[src/rtl/mem_port_ctrl_pkg.sv]
// Shared types for the two-port memory controller.
//   state_t    : controller FSM states
//   owner_t    : which requester owns the current access
//   WORD_BEATS : byte beats needed to store one 32-bit word
//   beat_byte  : selects the big-endian byte written on a given store beat
package mem_ctrl_pkg;

  typedef enum logic [1:0] {IDLE, RD, WR, RESP} state_t;
  typedef enum logic       {OWN_I, OWN_D}       owner_t;

  localparam int WORD_BEATS = 4;

  // Beat 0 writes the most significant byte to the lowest address.
  function automatic logic [7:0] beat_byte(input logic [31:0] w, input logic [1:0] beat);
    case (beat)
      2'd0:    return w[31:24];
      2'd1:    return w[23:16];
      2'd2:    return w[15:8];
      default: return w[7:0];
    endcase
  endfunction

endpackage

[src/rtl/mem_port_ctrl_if.sv]
// Bundle of the fetch port, data port and byte-wide memory port.
//   slave  : the controller (takes requests and read data, drives completions
//            and the memory address/write signals)
//   master : the environment (fetch unit, load/store unit and memory)
interface mem_port_ctrl_if #(parameter int AW = 32);
  // fetch requester
  logic          i_req;
  logic [AW-1:0] i_addr;
  logic          i_valid;
  logic [31:0]   i_rdata;
  // data requester
  logic          d_req;
  logic          d_we;
  logic          d_byte;
  logic [AW-1:0] d_addr;
  logic [31:0]   d_wdata;
  logic          d_valid;
  logic [31:0]   d_rdata;
  // memory
  logic [AW-1:0] mem_a;
  logic          mem_we;
  logic          mem_byte_src;
  logic [7:0]    mem_wd;
  logic [31:0]   mem_rd;

  modport slave (
    input  i_req, i_addr, d_req, d_we, d_byte, d_addr, d_wdata, mem_rd,
    output i_valid, i_rdata, d_valid, d_rdata, mem_a, mem_we, mem_byte_src, mem_wd
  );

  modport master (
    output i_req, i_addr, d_req, d_we, d_byte, d_addr, d_wdata, mem_rd,
    input  i_valid, i_rdata, d_valid, d_rdata, mem_a, mem_we, mem_byte_src, mem_wd
  );
endinterface

[src/rtl/mem_port_ctrl_rr_arb2.sv]
// Two-input round-robin arbiter.
//   req_i, req_d : fetch / data requests
//   last_served  : port that owned the previous access
//   gnt          : some port is granted
//   owner        : winning port (only meaningful when gnt=1)
module rr_arb2
  import mem_ctrl_pkg::*;
(
  input  logic   req_i,
  input  logic   req_d,
  input  owner_t last_served,
  output logic   gnt,
  output owner_t owner
);

  assign gnt = req_i | req_d;

  // On a tie the port that was not served last wins.
  always_comb begin
    owner = OWN_D;
    if (req_i && req_d) owner = (last_served == OWN_D) ? OWN_I : OWN_D;
    else if (req_i)     owner = OWN_I;
  end

endmodule

[src/rtl/mem_port_ctrl.sv]
// Shares one byte-write / word-read memory port between the fetch and data
// requesters. Reads take one access; word stores go out as four byte beats,
// most significant byte first at the lowest address.
//   clk, rst_n : clock, asynchronous active-low reset
//   bus        : fetch port, data port and memory port (slave side)
module mem_port_ctrl
  import mem_ctrl_pkg::*;
#(
  parameter int AW = 32
) (
  input  logic clk,
  input  logic rst_n,
  mem_port_ctrl_if.slave bus
);

  state_t        state, state_n;
  logic [1:0]    beat, beat_n;
  owner_t        owner, last_served;
  logic [AW-1:0] addr_q;
  logic          byte_q;
  logic [31:0]   wdata_q;
  logic [31:0]   i_rdata_q, d_rdata_q;

  logic   gnt;
  owner_t win;

  logic [AW-1:0] mem_a;
  logic          mem_we, mem_byte_src;
  logic [7:0]    mem_wd;

  rr_arb2 u_arb (
    .req_i       (bus.i_req),
    .req_d       (bus.d_req),
    .last_served (last_served),
    .gnt         (gnt),
    .owner       (win)
  );

  always_ff @(posedge clk or negedge rst_n) begin
    if (!rst_n) begin
      state       <= IDLE;
      beat        <= 2'd0;
      owner       <= OWN_I;
      last_served <= OWN_D;
      addr_q      <= '0;
      byte_q      <= 1'b0;
      wdata_q     <= '0;
      i_rdata_q   <= '0;
      d_rdata_q   <= '0;
    end else begin
      state <= state_n;
      beat  <= beat_n;
      if (state == IDLE && gnt) begin
        owner  <= win;
        addr_q <= (win == OWN_I) ? bus.i_addr : bus.d_addr;
        // fetch is always a word read
        byte_q <= (win == OWN_D) && bus.d_byte;
        if (win == OWN_D) wdata_q <= bus.d_wdata;
      end
      if (state == RD) begin
        if (owner == OWN_I) i_rdata_q <= bus.mem_rd;
        else                d_rdata_q <= bus.mem_rd;
      end
      if (state == RESP) last_served <= owner;
    end
  end

  // Memory signals decode only from registered state so no request input
  // reaches the memory port combinationally.
  always_comb begin
    state_n      = state;
    beat_n       = beat;
    mem_a        = '0;
    mem_we       = 1'b0;
    mem_byte_src = 1'b0;
    mem_wd       = 8'h00;
    case (state)
      IDLE: begin
        if (gnt) begin
          state_n = (win == OWN_D && bus.d_we) ? WR : RD;
          beat_n  = 2'd0;
        end
      end
      RD: begin
        mem_a        = addr_q;
        mem_byte_src = byte_q;
        state_n      = RESP;
      end
      WR: begin
        mem_we = 1'b1;
        mem_a  = addr_q + AW'(beat);
        mem_wd = byte_q ? wdata_q[7:0] : beat_byte(wdata_q, beat);
        if (byte_q || beat == 2'(WORD_BEATS - 1)) state_n = RESP;
        else                                      beat_n  = beat + 2'd1;
      end
      RESP:    state_n = IDLE;
      default: state_n = IDLE;
    endcase
  end

  assign bus.mem_a        = mem_a;
  assign bus.mem_we       = mem_we;
  assign bus.mem_byte_src = mem_byte_src;
  assign bus.mem_wd       = mem_wd;
  assign bus.i_valid      = (state == RESP) && (owner == OWN_I);
  assign bus.d_valid      = (state == RESP) && (owner == OWN_D);
  assign bus.i_rdata      = i_rdata_q;
  assign bus.d_rdata      = d_rdata_q;

endmodule

[src/flat_wrapper.sv]
// flat-port wrapper written by rule: the top's interface ports become plain ports
module mem_port_ctrl_flat import mem_ctrl_pkg::*;
#(
  parameter int AW = 32
)
  (clk, rst_n, bus_i_req, bus_i_addr, bus_d_req, bus_d_we, bus_d_byte, bus_d_addr, bus_d_wdata, bus_mem_rd, bus_i_valid, bus_i_rdata, bus_d_valid, bus_d_rdata, bus_mem_a, bus_mem_we, bus_mem_byte_src, bus_mem_wd);
  mem_port_ctrl_if #(.AW(AW)) bus_i ();
  input  logic clk;
  input  logic rst_n;
  input wire logic [$bits(bus_i.i_req)-1:0] bus_i_req;
  input wire logic [$bits(bus_i.i_addr)-1:0] bus_i_addr;
  input wire logic [$bits(bus_i.d_req)-1:0] bus_d_req;
  input wire logic [$bits(bus_i.d_we)-1:0] bus_d_we;
  input wire logic [$bits(bus_i.d_byte)-1:0] bus_d_byte;
  input wire logic [$bits(bus_i.d_addr)-1:0] bus_d_addr;
  input wire logic [$bits(bus_i.d_wdata)-1:0] bus_d_wdata;
  input wire logic [$bits(bus_i.mem_rd)-1:0] bus_mem_rd;
  output wire logic [$bits(bus_i.i_valid)-1:0] bus_i_valid;
  output wire logic [$bits(bus_i.i_rdata)-1:0] bus_i_rdata;
  output wire logic [$bits(bus_i.d_valid)-1:0] bus_d_valid;
  output wire logic [$bits(bus_i.d_rdata)-1:0] bus_d_rdata;
  output wire logic [$bits(bus_i.mem_a)-1:0] bus_mem_a;
  output wire logic [$bits(bus_i.mem_we)-1:0] bus_mem_we;
  output wire logic [$bits(bus_i.mem_byte_src)-1:0] bus_mem_byte_src;
  output wire logic [$bits(bus_i.mem_wd)-1:0] bus_mem_wd;
  assign bus_i.i_req = bus_i_req;
  assign bus_i.i_addr = bus_i_addr;
  assign bus_i.d_req = bus_d_req;
  assign bus_i.d_we = bus_d_we;
  assign bus_i.d_byte = bus_d_byte;
  assign bus_i.d_addr = bus_d_addr;
  assign bus_i.d_wdata = bus_d_wdata;
  assign bus_i.mem_rd = bus_mem_rd;
  assign bus_i_valid = bus_i.i_valid;
  assign bus_i_rdata = bus_i.i_rdata;
  assign bus_d_valid = bus_i.d_valid;
  assign bus_d_rdata = bus_i.d_rdata;
  assign bus_mem_a = bus_i.mem_a;
  assign bus_mem_we = bus_i.mem_we;
  assign bus_mem_byte_src = bus_i.mem_byte_src;
  assign bus_mem_wd = bus_i.mem_wd;
  mem_port_ctrl #(.AW(AW)) u_core (.clk(clk), .rst_n(rst_n), .bus(bus_i));
endmodule
[config.mk]
export PLATFORM = sky130hd
export DESIGN_NAME = mem_port_ctrl_flat
export DESIGN_NICKNAME = d
export VERILOG_FILES = /design/src/rtl/mem_port_ctrl_pkg.sv /design/src/rtl/mem_port_ctrl_if.sv /design/src/rtl/mem_port_ctrl_rr_arb2.sv /design/src/rtl/mem_port_ctrl.sv /design/src/flat_wrapper.sv
export SDC_FILE = /design/constraint.sdc
export NUM_CORES = 1
export LEC_CHECK = 0
export ABC_CLOCK_PERIOD_IN_PS = 2500
export CAP_MARGIN = 20
export CORE_ASPECT_RATIO = 0.6
export CORE_MARGIN = 2
export CORE_UTILIZATION = 41
export CTS_BUF_LIST = sky130_fd_sc_hd__clkbuf_16
export CTS_CLUSTER_DIAMETER = 100
export CTS_CLUSTER_SIZE = 25
export DETAILED_ROUTE_END_ITERATION = 7
export GPL_ROUTABILITY_DRIVEN = 0
export MAX_ROUTING_LAYER = met4
export PLACE_DENSITY = 0.77
export SYNTH_ARGS = -nofsm -noshare
export SYNTH_HDL_FRONTEND = slang
export SYNTH_SLANG_ARGS = --single-unit
export TNS_END_PERCENT = 30
[constraint.sdc]
create_clock -name clk -period 2.5 [get_ports clk]
set_clock_uncertainty 0.1 [all_clocks]
set_input_delay 0.25 -clock clk [delete_from_list [all_inputs] [get_ports clk]]
set_output_delay 0.25 -clock clk [all_outputs]
set_load 0.02 [all_outputs]
==> results.yml <==
detailed_routing:
  avgViaCountPerCell: 5.27
  wl_um: 21800
  drc: 0
  first_pass_iters: 8
  ant_nets: 0
  dr_total_vias: 6194
  dr.first_iter.drc_count: 513
  wl_per_cell_um: 18.6
cts:
  cts_buffer_depth: 2
  cts_sinks: 135
  cts_root_buf: "clkbuf_16"
  clk_latency_ps: 390
  cts_tree: "yes"
  cts_max_level: 4
  clk_pin_slew_ps: 70
  numCtsBuffers: 17
global_routing:
  grtUsageMet1_pct: 33.4
  grt_pass1_wl_um: 32900
  grt_usage_pct: 24.4
  grt_use_met3_pct: 9.36
  grt_overflow: 0
  grt_pass1_vias: 6179
  use_met2_pct: 34.7
  busiest_layer: "met2"
  grt_max_degree: 67
  antenna_found_initial: 0
critical_path:
  worst_ep_arrival_time_ps: 2300
  crit_required_ps: 2150
  critPathKind: "flop to primary output"
  worstPathCellList: "ha_4 -> fa_2 -> buf_4 -> buf_6 -> nand3_1 -> nand2_1 -> a311oi_2 -> buf_4"
  crit_start: "u_core.addr_q[0]$_DFFE_PN0P_"
  slowest_stage: "fa_2"
  start_kind: "flop"
  path_buf_inv: 3
  cp_top_family: "adder cells"
  cp_max_fo: 5
  crit_path_frequent_cell: "buf_4"
  cpPeakStageDelay_ps: 420
  critPathCaptureType: "primary output"
  reg2reg_from: "u_core.state[0]$_DFFE_PN0P_"
logic_synthesis:
  yosysTopAreaCell: "dfrtp_1"
  ys_seq_area_share_pct: 48.7
  ys_top_cells_by_area: "dfrtp_1 (48%), mux2_2 (16%), mux2i_1 (4.8%)"
  yosysWarnings: 0
  syn_nets: 759
  synth_ff_type: "dfrtp_1"
  ys_ff_latch: 135
  synth.top_cell.area_share_pct: 48.4
  synthCells: 613
  postSynth.asyncResetShare_pct: 100
  synth_area_sq_um: 6930
  yosysUniqueCellTypes: 59
  synth_edf_count: 0
  synth_area_per_cell_sq_um: 11.3
layout:
  layout_common_cells: "clkdlybuf4s50_1 (199), dfrtp_1 (130), buf_4 (104)"
  utilization_pct: 67.8
  antenna_cells: 0
  area_delta_synth_final_pct: 60.2
  drive_above_1_share_pct: 35.2
  fin_area_sq_um: 11100
  final_nets: 1080
  final_common_cell: "clkdlybuf4s50_1"
placement:
  postPlaceCellArea_sq_um: 10100
  hpwl_um: 15600
  numPortBuffers: 241
die:
  dieArea_sq_um: 18000
  ios: 242
  start_util_pct: 42.3
  dieWidth_um: 172
  rows: 36
  die_y_um: 105
  core_area_sq_um: 16400
timing:
  final.setup.worst_slack_ps: -148
  slew_headroom_pct: 59.9
  whs_ps: 226
  max_freq_ghz: 0.378
  rsz0062_at_grt: "yes"
  finalMaxSlewViolations: 0
  post-route-period-util_pct: 106
  tightestPinTransition_ps: 601
  setup-violations-final: 22
  final-hold-violation-count: 0
  fin_setup_tns_ps: -1810
  period_needed_ps: 2650
power:
  power_density_nw_per_um2: 1350
  ir_worst_vdd_uv: 727
  power_mw: 15.0
  p_leak_nw: 4.90
worst_hold_path:
  min_path_type: "input port to async pin"
outcome:
  violations: "setup timing"
  status: "finished with violations"
job:
  drv_cap: 0
-- per-layer routing --
layer  up-vias  wire length (um)
li1       2896                 -
met1      3005              9920
met2       277              9370
met3        16              2310
met4         0               217
met5         -                 0
-- path summary, 6_finish.rpt --
check | endpoint | slack [ps] | cells past startpoint
max in group asynchronous | u_core.addr_q[13]$_DFFE_PN0P_ | 1460 | 3
min in group clk | u_core.byte_q$_DFFE_PN0P_ | 350 | 2
min | u_core.wdata_q[6]$_DFFE_PN0P_ | 230 | 2
max reg2reg | u_core.addr_q[13]$_DFFE_PN0P_ | 440 | 6
max | bus_mem_a[4] | -150 | 8
min reg2reg | u_core.bus.d_rdata[15]$_DFFE_PN0P_ | 400 | 1
-- synth_stat cells, drive strengths merged, types with 3 or more instances --
cell type / number
clkbuf: 24
o31ai: 4
mux2i: 33
a21o: 5
a211oi: 9
a22oi: 4
a22o: 3
nand3: 17
inv: 10
nand4: 11
a31oi: 6
a222oi: 8
dfrtp: 134
ha: 11
nor3: 5
mux2: 98
nor2: 24
and2: 3
nor4: 3
o21ai: 58
o211ai: 3
a21oi: 15
and3: 7
nand2: 63
buf: 20
a32oi: 3
a41oi: 3
-- repair_timing --
| action | CTS | global route |
|---|---|---|
| hold endpoints to repair | 37 | 0 |
| setup buffers | 7 | 11 |
| resized for setup | 205 | 55 |
| hold buffers | 1 | 0 |
| pin swaps | 14 | 20 |
| setup endpoints to repair | 38 | 38 |
-- registers in the layout, indices dropped and copies added, names as in the netlist --
name / flops
u_core.last_served: 1
u_core.state: 2
u_core.byte_q: 1
u_core.beat: 2
u_core.owner: 1
u_core.wdata_q: 32
u_core.bus.d_rdata: 32
u_core.addr_q: 32
u_core.bus.i_rdata: 32
-- area by class of cell --
cell class                      count  area, sq um
Sequential cell                   135         3380
Clock inverter                     15          156
Multi-Input combinational cell    423         3570
Inverter                           10         41.3
Clock buffer                       17          425
Fill cell                        1250         5290
Timing Repair Buffer              347         3250
Tap cell                          228          285
-- kinds of logic after synthesis --
family                     Yosys count  share of synthesized area [%]
and+or+nand+nor                    148                           11.5
muxes                              131                           20.7
DFF                                135                           48.7
buffers and inverters               55                           4.47
AOI/OAI and AO/OA                  132                           12.4
adders and majority gates           12                           2.27
-- through the flow --
stage	setup slack, ps	instances
final	-148	1175
after global routing	-232	1175
after CTS	-171	1164
after detailed placement	-370	1124
after global placement	-335	1124
after floorplan	-143	613
-- report_power, final --
part	internal, mW	switching [mW]	leakage, nW	total, mW
logic	4.19	4.29	3.02	8.48
registers	3.33	0.728	1.60	4.05
clock network	1.42	1.07	0.283	2.48
total	8.93	6.08	4.90	15.0
Power figures use the tool's default switching activity.
